$ cat src/rtl/quant_ctrl_pkg.sv
// rtl/quant_ctrl_pkg.sv - shared types and widths for the requantizer sequencer
package quant_ctrl_pkg;

    typedef enum logic [2:0] {
        IDLE,
        LOAD,
        RUN,
        DRAIN,
        FLUSH
    } state_t;

    localparam int MULT_W  = 15;
    localparam int SHIFT_W = 8;
    localparam int ZP_W    = 8;
    localparam int ACC_W   = 32;

    typedef struct packed {
        logic [MULT_W-1:0]  mult;
        logic [SHIFT_W-1:0] shift;
        logic [ZP_W-1:0]    zp;
    } qparam_t;

endpackage

$ cat src/rtl/quant_byte_fifo.sv
// rtl/quant_byte_fifo.sv - synchronous byte FIFO with occupancy count and show-ahead read
module quant_byte_fifo #(
    parameter int DEPTH = 16
) (
    input  logic                     sclk,
    input  logic                     s_rst,
    input  logic                     wr_en,
    input  logic [7:0]               wr_data,
    input  logic                     rd_en,
    output logic [7:0]               rd_data,
    output logic [$clog2(DEPTH):0]   count
);

    localparam int AW = $clog2(DEPTH);

    logic [7:0]    mem [DEPTH];
    logic [AW-1:0] wr_ptr;
    logic [AW-1:0] rd_ptr;

    assign rd_data = mem[rd_ptr];

    always_ff @(posedge sclk) begin
        if (wr_en) begin
            mem[wr_ptr] <= wr_data;
        end
    end

    always_ff @(posedge sclk) begin
        if (s_rst) begin
            wr_ptr <= '0;
            rd_ptr <= '0;
            count  <= '0;
        end else begin
            if (wr_en) begin
                wr_ptr <= wr_ptr + AW'(1);
            end
            if (rd_en) begin
                rd_ptr <= rd_ptr + AW'(1);
            end
            count <= count + (AW+1)'(wr_en) - (AW+1)'(rd_en);
        end
    end

    // Upstream credit accounting must make this unreachable.
    a_no_overflow: assert property (@(posedge sclk) disable iff (s_rst)
        !(wr_en && count == (AW+1)'(DEPTH)));

endmodule

$ cat src/rtl/quant_ctrl.sv
// rtl/quant_ctrl.sv - channel sequencer, credit-protected byte buffer and 4-byte packer for the requantizer
module quant_ctrl
    import quant_ctrl_pkg::*;
#(
    parameter int CH_W       = 6,
    parameter int PIX_W      = 12,
    parameter int Q_LAT      = 3,
    parameter int FIFO_DEPTH = 16
) (
    input  logic                sclk,
    input  logic                s_rst,
    input  logic                cfg_we,
    input  logic [CH_W-1:0]     cfg_addr,
    input  logic [MULT_W-1:0]   cfg_mult,
    input  logic [SHIFT_W-1:0]  cfg_shift,
    input  logic [ZP_W-1:0]     cfg_zp,
    input  logic                start,
    input  logic [CH_W:0]       num_ch,
    input  logic [PIX_W-1:0]    num_pix,
    input  logic                acc_valid,
    output logic                acc_ready,
    input  logic [ACC_W-1:0]    acc_data,
    output logic [ACC_W-1:0]    q_data_in,
    output logic [MULT_W-1:0]   q_mult,
    output logic [SHIFT_W-1:0]  q_shift,
    output logic [ZP_W-1:0]     q_zp,
    input  logic [7:0]          q_data_out,
    output logic                out_valid,
    input  logic                out_ready,
    output logic [31:0]         out_data,
    output logic [3:0]          out_keep,
    output logic                out_last,
    output logic                busy,
    output logic                done
);

    localparam int FCNT_W = $clog2(FIFO_DEPTH) + 1;
    localparam int CRED_W = FCNT_W + 1;

    state_t            state, state_nxt;
    qparam_t           tbl [2**CH_W];
    logic [CH_W:0]     num_ch_r;
    logic [PIX_W-1:0]  num_pix_r;
    logic [CH_W-1:0]   ch;
    logic [PIX_W-1:0]  pix;
    logic [Q_LAT-1:0]  vld_sr;
    logic [CRED_W-1:0] inflight;
    logic [FCNT_W-1:0] fifo_count;
    logic [7:0]        fifo_rd_data;
    logic              fifo_pop;
    logic              accept, last_pix, last_ch;

    // Packer state: bytes of the word being assembled plus position within the job
    logic [31:0]       asm_data;
    logic [1:0]        asm_cnt;
    logic [PIX_W-1:0]  pk_pix;
    logic [CH_W-1:0]   pk_ch;
    logic              pk_end_ch, pk_last_ch, word_close, out_free;
    logic [31:0]       packed_word;
    logic [3:0]        keep_new;

    always_ff @(posedge sclk) begin
        if (cfg_we) begin
            tbl[cfg_addr] <= '{mult: cfg_mult, shift: cfg_shift, zp: cfg_zp};
        end
    end

    always_comb begin
        inflight = '0;
        for (int i = 0; i < Q_LAT; i++) begin
            inflight = inflight + CRED_W'(vld_sr[i]);
        end
    end

    assign acc_ready = (state == RUN) && ((CRED_W'(fifo_count) + inflight) < CRED_W'(FIFO_DEPTH));
    assign accept    = acc_valid && acc_ready;
    assign last_pix  = (pix == num_pix_r - PIX_W'(1));
    assign last_ch   = ({1'b0, ch} == num_ch_r - (CH_W+1)'(1));
    assign busy      = (state != IDLE);

    always_comb begin
        state_nxt = state;
        unique case (state)
            IDLE:    if (start) state_nxt = LOAD;
            LOAD:    state_nxt = RUN;
            RUN:     if (accept && last_pix) state_nxt = DRAIN;
            DRAIN:   if (inflight == '0) state_nxt = last_ch ? FLUSH : LOAD;
            FLUSH:   if (out_valid && out_ready && out_last) state_nxt = IDLE;
            default: state_nxt = IDLE;
        endcase
    end

    always_ff @(posedge sclk) begin
        if (s_rst) begin
            state <= IDLE;
        end else begin
            state <= state_nxt;
        end
    end

    always_ff @(posedge sclk) begin
        if (s_rst) begin
            num_ch_r  <= '0;
            num_pix_r <= '0;
            ch        <= '0;
            pix       <= '0;
            vld_sr    <= '0;
            q_data_in <= '0;
            q_mult    <= '0;
            q_shift   <= '0;
            q_zp      <= '0;
            done      <= 1'b0;
        end else begin
            done   <= (state == FLUSH) && out_valid && out_ready && out_last;
            vld_sr <= (vld_sr << 1) | Q_LAT'(accept);
            if (state == IDLE && start) begin
                num_ch_r  <= num_ch;
                num_pix_r <= num_pix;
                ch        <= '0;
                pix       <= '0;
            end
            if (state == LOAD) begin
                q_mult  <= tbl[ch].mult;
                q_shift <= tbl[ch].shift;
                q_zp    <= tbl[ch].zp;
            end
            if (accept) begin
                q_data_in <= acc_data;
                pix       <= pix + PIX_W'(1);
            end
            if (state == DRAIN && inflight == '0 && !last_ch) begin
                ch  <= ch + CH_W'(1);
                pix <= '0;
            end
        end
    end

    quant_byte_fifo #(
        .DEPTH (FIFO_DEPTH)
    ) u_fifo (
        .sclk    (sclk),
        .s_rst   (s_rst),
        .wr_en   (vld_sr[Q_LAT-1]),
        .wr_data (q_data_out),
        .rd_en   (fifo_pop),
        .rd_data (fifo_rd_data),
        .count   (fifo_count)
    );

    // A byte that completes a word may only be popped once the output register can take it
    assign pk_end_ch   = (pk_pix == num_pix_r - PIX_W'(1));
    assign pk_last_ch  = ({1'b0, pk_ch} == num_ch_r - (CH_W+1)'(1));
    assign word_close  = (asm_cnt == 2'd3) || pk_end_ch;
    assign out_free    = !out_valid || out_ready;
    assign fifo_pop    = (fifo_count != '0) && (!word_close || out_free);
    assign packed_word = asm_data | (32'(fifo_rd_data) << {asm_cnt, 3'b000});
    assign keep_new    = (4'b0010 << asm_cnt) - 4'd1;

    always_ff @(posedge sclk) begin
        if (s_rst) begin
            asm_data  <= '0;
            asm_cnt   <= '0;
            pk_pix    <= '0;
            pk_ch     <= '0;
            out_valid <= 1'b0;
            out_data  <= '0;
            out_keep  <= '0;
            out_last  <= 1'b0;
        end else begin
            if (out_valid && out_ready) begin
                out_valid <= 1'b0;
            end
            if (fifo_pop) begin
                if (word_close) begin
                    out_data  <= packed_word;
                    out_keep  <= keep_new;
                    out_last  <= pk_end_ch && pk_last_ch;
                    out_valid <= 1'b1;
                    asm_data  <= '0;
                    asm_cnt   <= '0;
                end else begin
                    asm_data <= packed_word;
                    asm_cnt  <= asm_cnt + 2'd1;
                end
                if (pk_end_ch) begin
                    pk_pix <= '0;
                    pk_ch  <= pk_ch + CH_W'(1);
                end else begin
                    pk_pix <= pk_pix + PIX_W'(1);
                end
            end
            if (state == IDLE) begin
                pk_pix <= '0;
                pk_ch  <= '0;
            end
        end
    end

endmodule

$ cat config.mk
export PLATFORM = sky130hd
export DESIGN_NAME = quant_ctrl
export DESIGN_NICKNAME = d
export VERILOG_FILES = /design/src/rtl/quant_ctrl_pkg.sv /design/src/rtl/quant_byte_fifo.sv /design/src/rtl/quant_ctrl.sv
export SDC_FILE = /design/constraint.sdc
export NUM_CORES = 2
export LEC_CHECK = 0
export ABC_CLOCK_PERIOD_IN_PS = 6850
export CAP_MARGIN = 20
export CORE_ASPECT_RATIO = 1.5
export CORE_MARGIN = 2
export CORE_UTILIZATION = 65
export CTS_BUF_LIST = sky130_fd_sc_hd__clkbuf_8 sky130_fd_sc_hd__clkbuf_16
export DETAILED_ROUTE_END_ITERATION = 7
export DONT_BUFFER_PORTS = 1
export PLACE_DENSITY_LB_ADDON = 0.3
export SETUP_SLACK_MARGIN = 0.4
export SLEW_MARGIN = 20
export SYNTH_ARGS = -nofsm -noshare
export SYNTH_HDL_FRONTEND = slang
export SYNTH_HIERARCHICAL = 1
export SYNTH_SLANG_ARGS = --single-unit
$ cat constraint.sdc
create_clock -name sclk -period 6.85 [get_ports sclk]
set_input_delay 1.37 -clock sclk [delete_from_list [all_inputs] [get_ports sclk]]
set_output_delay 1.37 -clock sclk [all_outputs]
set_load 0.05 [all_outputs]
==> flow_summary_export.csv <==
group,metric,value,unit
timing,grt_setup_unrepaired,"no",
cts,htree_levels,4,
floorplanning,die_w,307,µm
pwr,power.density,290,nW/µm²
synth,syn-cell-area,89400,µm²
cts,postCtsResizedCells,0,
synth,ys.flop_type,"edfxtp_1",
cts,clk_pin_slew,0.06,ns
pwr,pwr-share-seq,56.7,%
run_status,outcome,"finished clean",
place,dpl_cell_area,92000,µm²
floorplanning,core,136000,µm²
route,drc,0,
setup_path,required,7.59,ns
timing,min_period,4.95,ns
global_routing,grt_pass1_vias,45700,
place,hpwlAfterDp,116,mm
synth,netlist_instances,4190,
setup_path,crit_start,"num_pix_r[0]",
finish,stdcell_count,6166,
pwr,intPower,22.1,mW
synth,yosysWarningCount,6,
finish,n_fill_cell,7203,
timing,slew_violations,0,
finish,fin_area,98100,µm²
pwr,comb_power_share,5.2,%
place,gp_congestion,0.825,
synth,syn-num-nets,4314,
synth,synth.avg_cell_area,21.3,µm²
timing,worst_slew_pin_slew,1.17,ns
place,preCtsSetupSlack,1.92,ns
timing,holdWs,0.470,ns
timing,setup_viol,0,
timing,relSlewSlack,21.6,%
finish,num-nets-final,4368,
global_routing,grt_pass1_wl,324,mm
synth,ys_types,74,
pwr,p_leak,29.8,nW
cts,cts_tree,"built",
synth,synth_seq_cells,2326,
pwr,peakVddDrop,213,µV
synth,yosys.area.top_type,"edfxtp_1",
setup_path,r2r_slack,1.90,ns
route,ant_nets,0,
setup_path,worstPathMaxFanout,45,
finish,syn_to_final_growth,9.75,%
setup_path,worst_path_max_delay_cell,"or4_4",
synth,async_reset_ff_share,0,%
route,drt_pass1_iterations,8,
setup_path,critPathMaxStageDelay,0.52,ns
synth,synth_edf_count,2112,
timing,timing.final.crit_share,72.3,%
synth,yosys-top-cells-area,"edfxtp_1, mux4_2, dfxtp_1",
setup_path,arrival,5.69,ns
timing,hold_viol,0,
route,num_vias,44600,
global_routing,grt_max_degree,130,
floorplanning,die_h,458,µm
pwr,sw_frac_of_total,22.1,%
floorplanning,die_area,141000,µm²
timing,max_freq,202,MHz
synth,ys_seq_area_share,75.7,%
route,wirelength,226,mm
finish,post-route-util,71.9,%
synth,synth.most_common_cell,"edfxtp_1",
setup_path,crit_chain,"inv_1 > ha_1 > xnor2_1 > xnor2_1 > a2111o_1 > or4_4 > o41a_1 > o21ai_4 > inv_2 > ha_1 > inv_1 > ha_1 > fa_1 > a21o_1 > a21oi_1 > xnor2_1 > nor2_1",
pwr,p_sw,6.28,mW
route,wire_per_inst,36.7,µm
setup_path,startpoint_type,"flop",
synth,yosys.area.top_type_share,70.9,%
floorplanning,fp-row-count,166,
cts,numClockSinks,2326,
pwr,power,28.4,mW
global_routing,grt_usage,32.9,%
run,maxCapViolCount,0,
cts,postCtsSetupRepairBufs,0,
worst_hold_path,hp-class,"flop to flop",
route,drt_iter0_drc,6145,
cts,cts_max_path_buffers,3,
cts,insertion_delay,0.86,ns
synth,netlist_top_cells_count,"edfxtp_1, mux4_2, dfxtp_1, nand2_1, nor2_1",
floorplanning,io_pins,206,
route,via_per_inst,7.23,
worst_hold_path,hp-start,"asm_data[19]",
worst_hold_path,holdPathEnd,"asm_data[19]",
timing,finalSetupTns,0,ns
finish,layout-drive-gt1-share,25.5,%
setup_path,critPathCaptureType,"flop",
worst_hold_path,hold_depth,2,
setup_path,r2r-end,"u_fifo/count[4]",
setup_path,criticalPathCategory,"flop to flop",
cts,cts_hold_buf,0,
global_routing,antenna_found_initial,9,
floorplanning,initial_core_util,65.5,%
global_routing,grt_overflow_total,0,
place,portBuffers,0,
timing,finalClockSkew,0.0348,ns
pwr,p_clk_share,38.1,%
setup_path,worst-r2r-cell-count,17,
place,dp_cells,5811,
setup_path,worstReg2RegStart,"num_pix_r[0]",
timing,setup_slack,1.90,ns
cts,cts_made_buffers,194,
cts,ctsRootBufferMaster,"clkbuf_16",
==> routing by layer <==
layer / GRT usage (%) / up-vias / wire length, µm
met2: 56.0 / 3223 / 118000
met3: 7.18 / 680 / 23000
li1: - / 17400 / -
met5: 0 / - / 12
met1: 40.7 / 23300 / 74500
met4: 15.0 / 2 / 11100
==> cell families after synthesis <==
logic type | share of synthesized area (%)
AOI/OAI and AO/OA | 1.58
xor gates and xnor gates | 0.670
adders and majority gates | 0.325
buffers and inverters | 1.22
DFF | 75.7
muxes | 17.4
and+or+nand+nor | 3.08
==> state kept, by name, indices dropped and copies added, names as in the netlist, 7 cells and up, named ones only <==
register and flops:
num_pix_r 12, asm_data 32, pk_pix 12, num_ch_r 7
q_zp 8, tbl 1984, pix 12, u_fifo/mem 128
q_data_in 32, q_shift 8, out_data 32, q_mult 15
==> final cells by class <==
class                   count  area (µm²)  share of cell area (%)
inverters                  25        93.8                  0.0956
multi-input cells        1601       21100                    21.5
repair buffers             96         866                   0.882
clock buffers             210        5140                    5.24
flip-flops and latches   2326       67700                    69.0
clock inverters           141         968                   0.987
diodes                      3        7.51                 0.00765
well taps                1764        2210                    2.25
==> layout by cell type, fill, tap and decap left out, types with 11 or more instances in the layout <==
cell type | Yosys | routed
a211oi_1 | 36 | 36
a21oi_1 | 103 | 103
a22oi_1 | 16 | 16
a31oi_1 | 37 | 36
and2_1 | 22 | 22
buf_4 | 3 | 85
bufinv_16 | 0 | 11
clkbuf_16 | 0 | 200
clkinv_1 | 0 | 28
clkinv_2 | 0 | 31
dfxtp_1 | 214 | 207
edfxtp_1 | 2112 | 2112
ha_1 | 20 | 20
inv_1 | 24 | 83
mux4_1 | 14 | 14
mux4_2 | 669 | 669
nand2_1 | 214 | 214
nand2b_1 | 40 | 40
nand3_1 | 23 | 23
nand4_1 | 12 | 12
nor2_1 | 193 | 130
nor2_4 | 0 | 62
nor2b_1 | 11 | 11
or3_1 | 11 | 11
xnor2_1 | 35 | 35
xor2_1 | 23 | 23
==> critical path: cells and delay by family (launching register included) <==
family | cells | cell delay, ns
buffers and inverters | 3 | 0.48
flip-flops | 1 | 0.47
adder cells (fa/ha/maj) | 4 | 1.29
AO/OA/AOI/OAI | 5 | 1.50
XOR/XNOR | 3 | 0.53
AND/OR/NAND/NOR | 2 | 0.57
==> power groups by stage <==
stage | logic (mW) | clock network, mW | registers (mW)
2_1_floorplan | 1.22 | 0 | 16.3
5_1_grt | 1.59 | 11.3 | 16.1
4_1_cts | 1.47 | 10.9 | 16.1
3_3_place_gp | 1.42 | 0 | 16.4
6_report | 1.48 | 10.8 | 16.1
3_5_place_dp | 1.45 | 0 | 16.4
==> worst max path at each step <==
| stage | end | slack (ns) | cells past startpoint |
|---|---|---|---|
| finish | u_fifo/count[4] | 1.90 | 17 |
| global route | u_fifo/count[4] | 1.64 | 17 |
| global placement | u_fifo/count[4] | 1.95 | 17 |
| detailed placement | u_fifo/count[4] | 1.92 | 17 |
| floorplan | tbl[48][0] | 2.37 | 4 |
| CTS | u_fifo/count[4] | 1.92 | 17 |
Note: power is estimated with default switching activity, not from simulation.
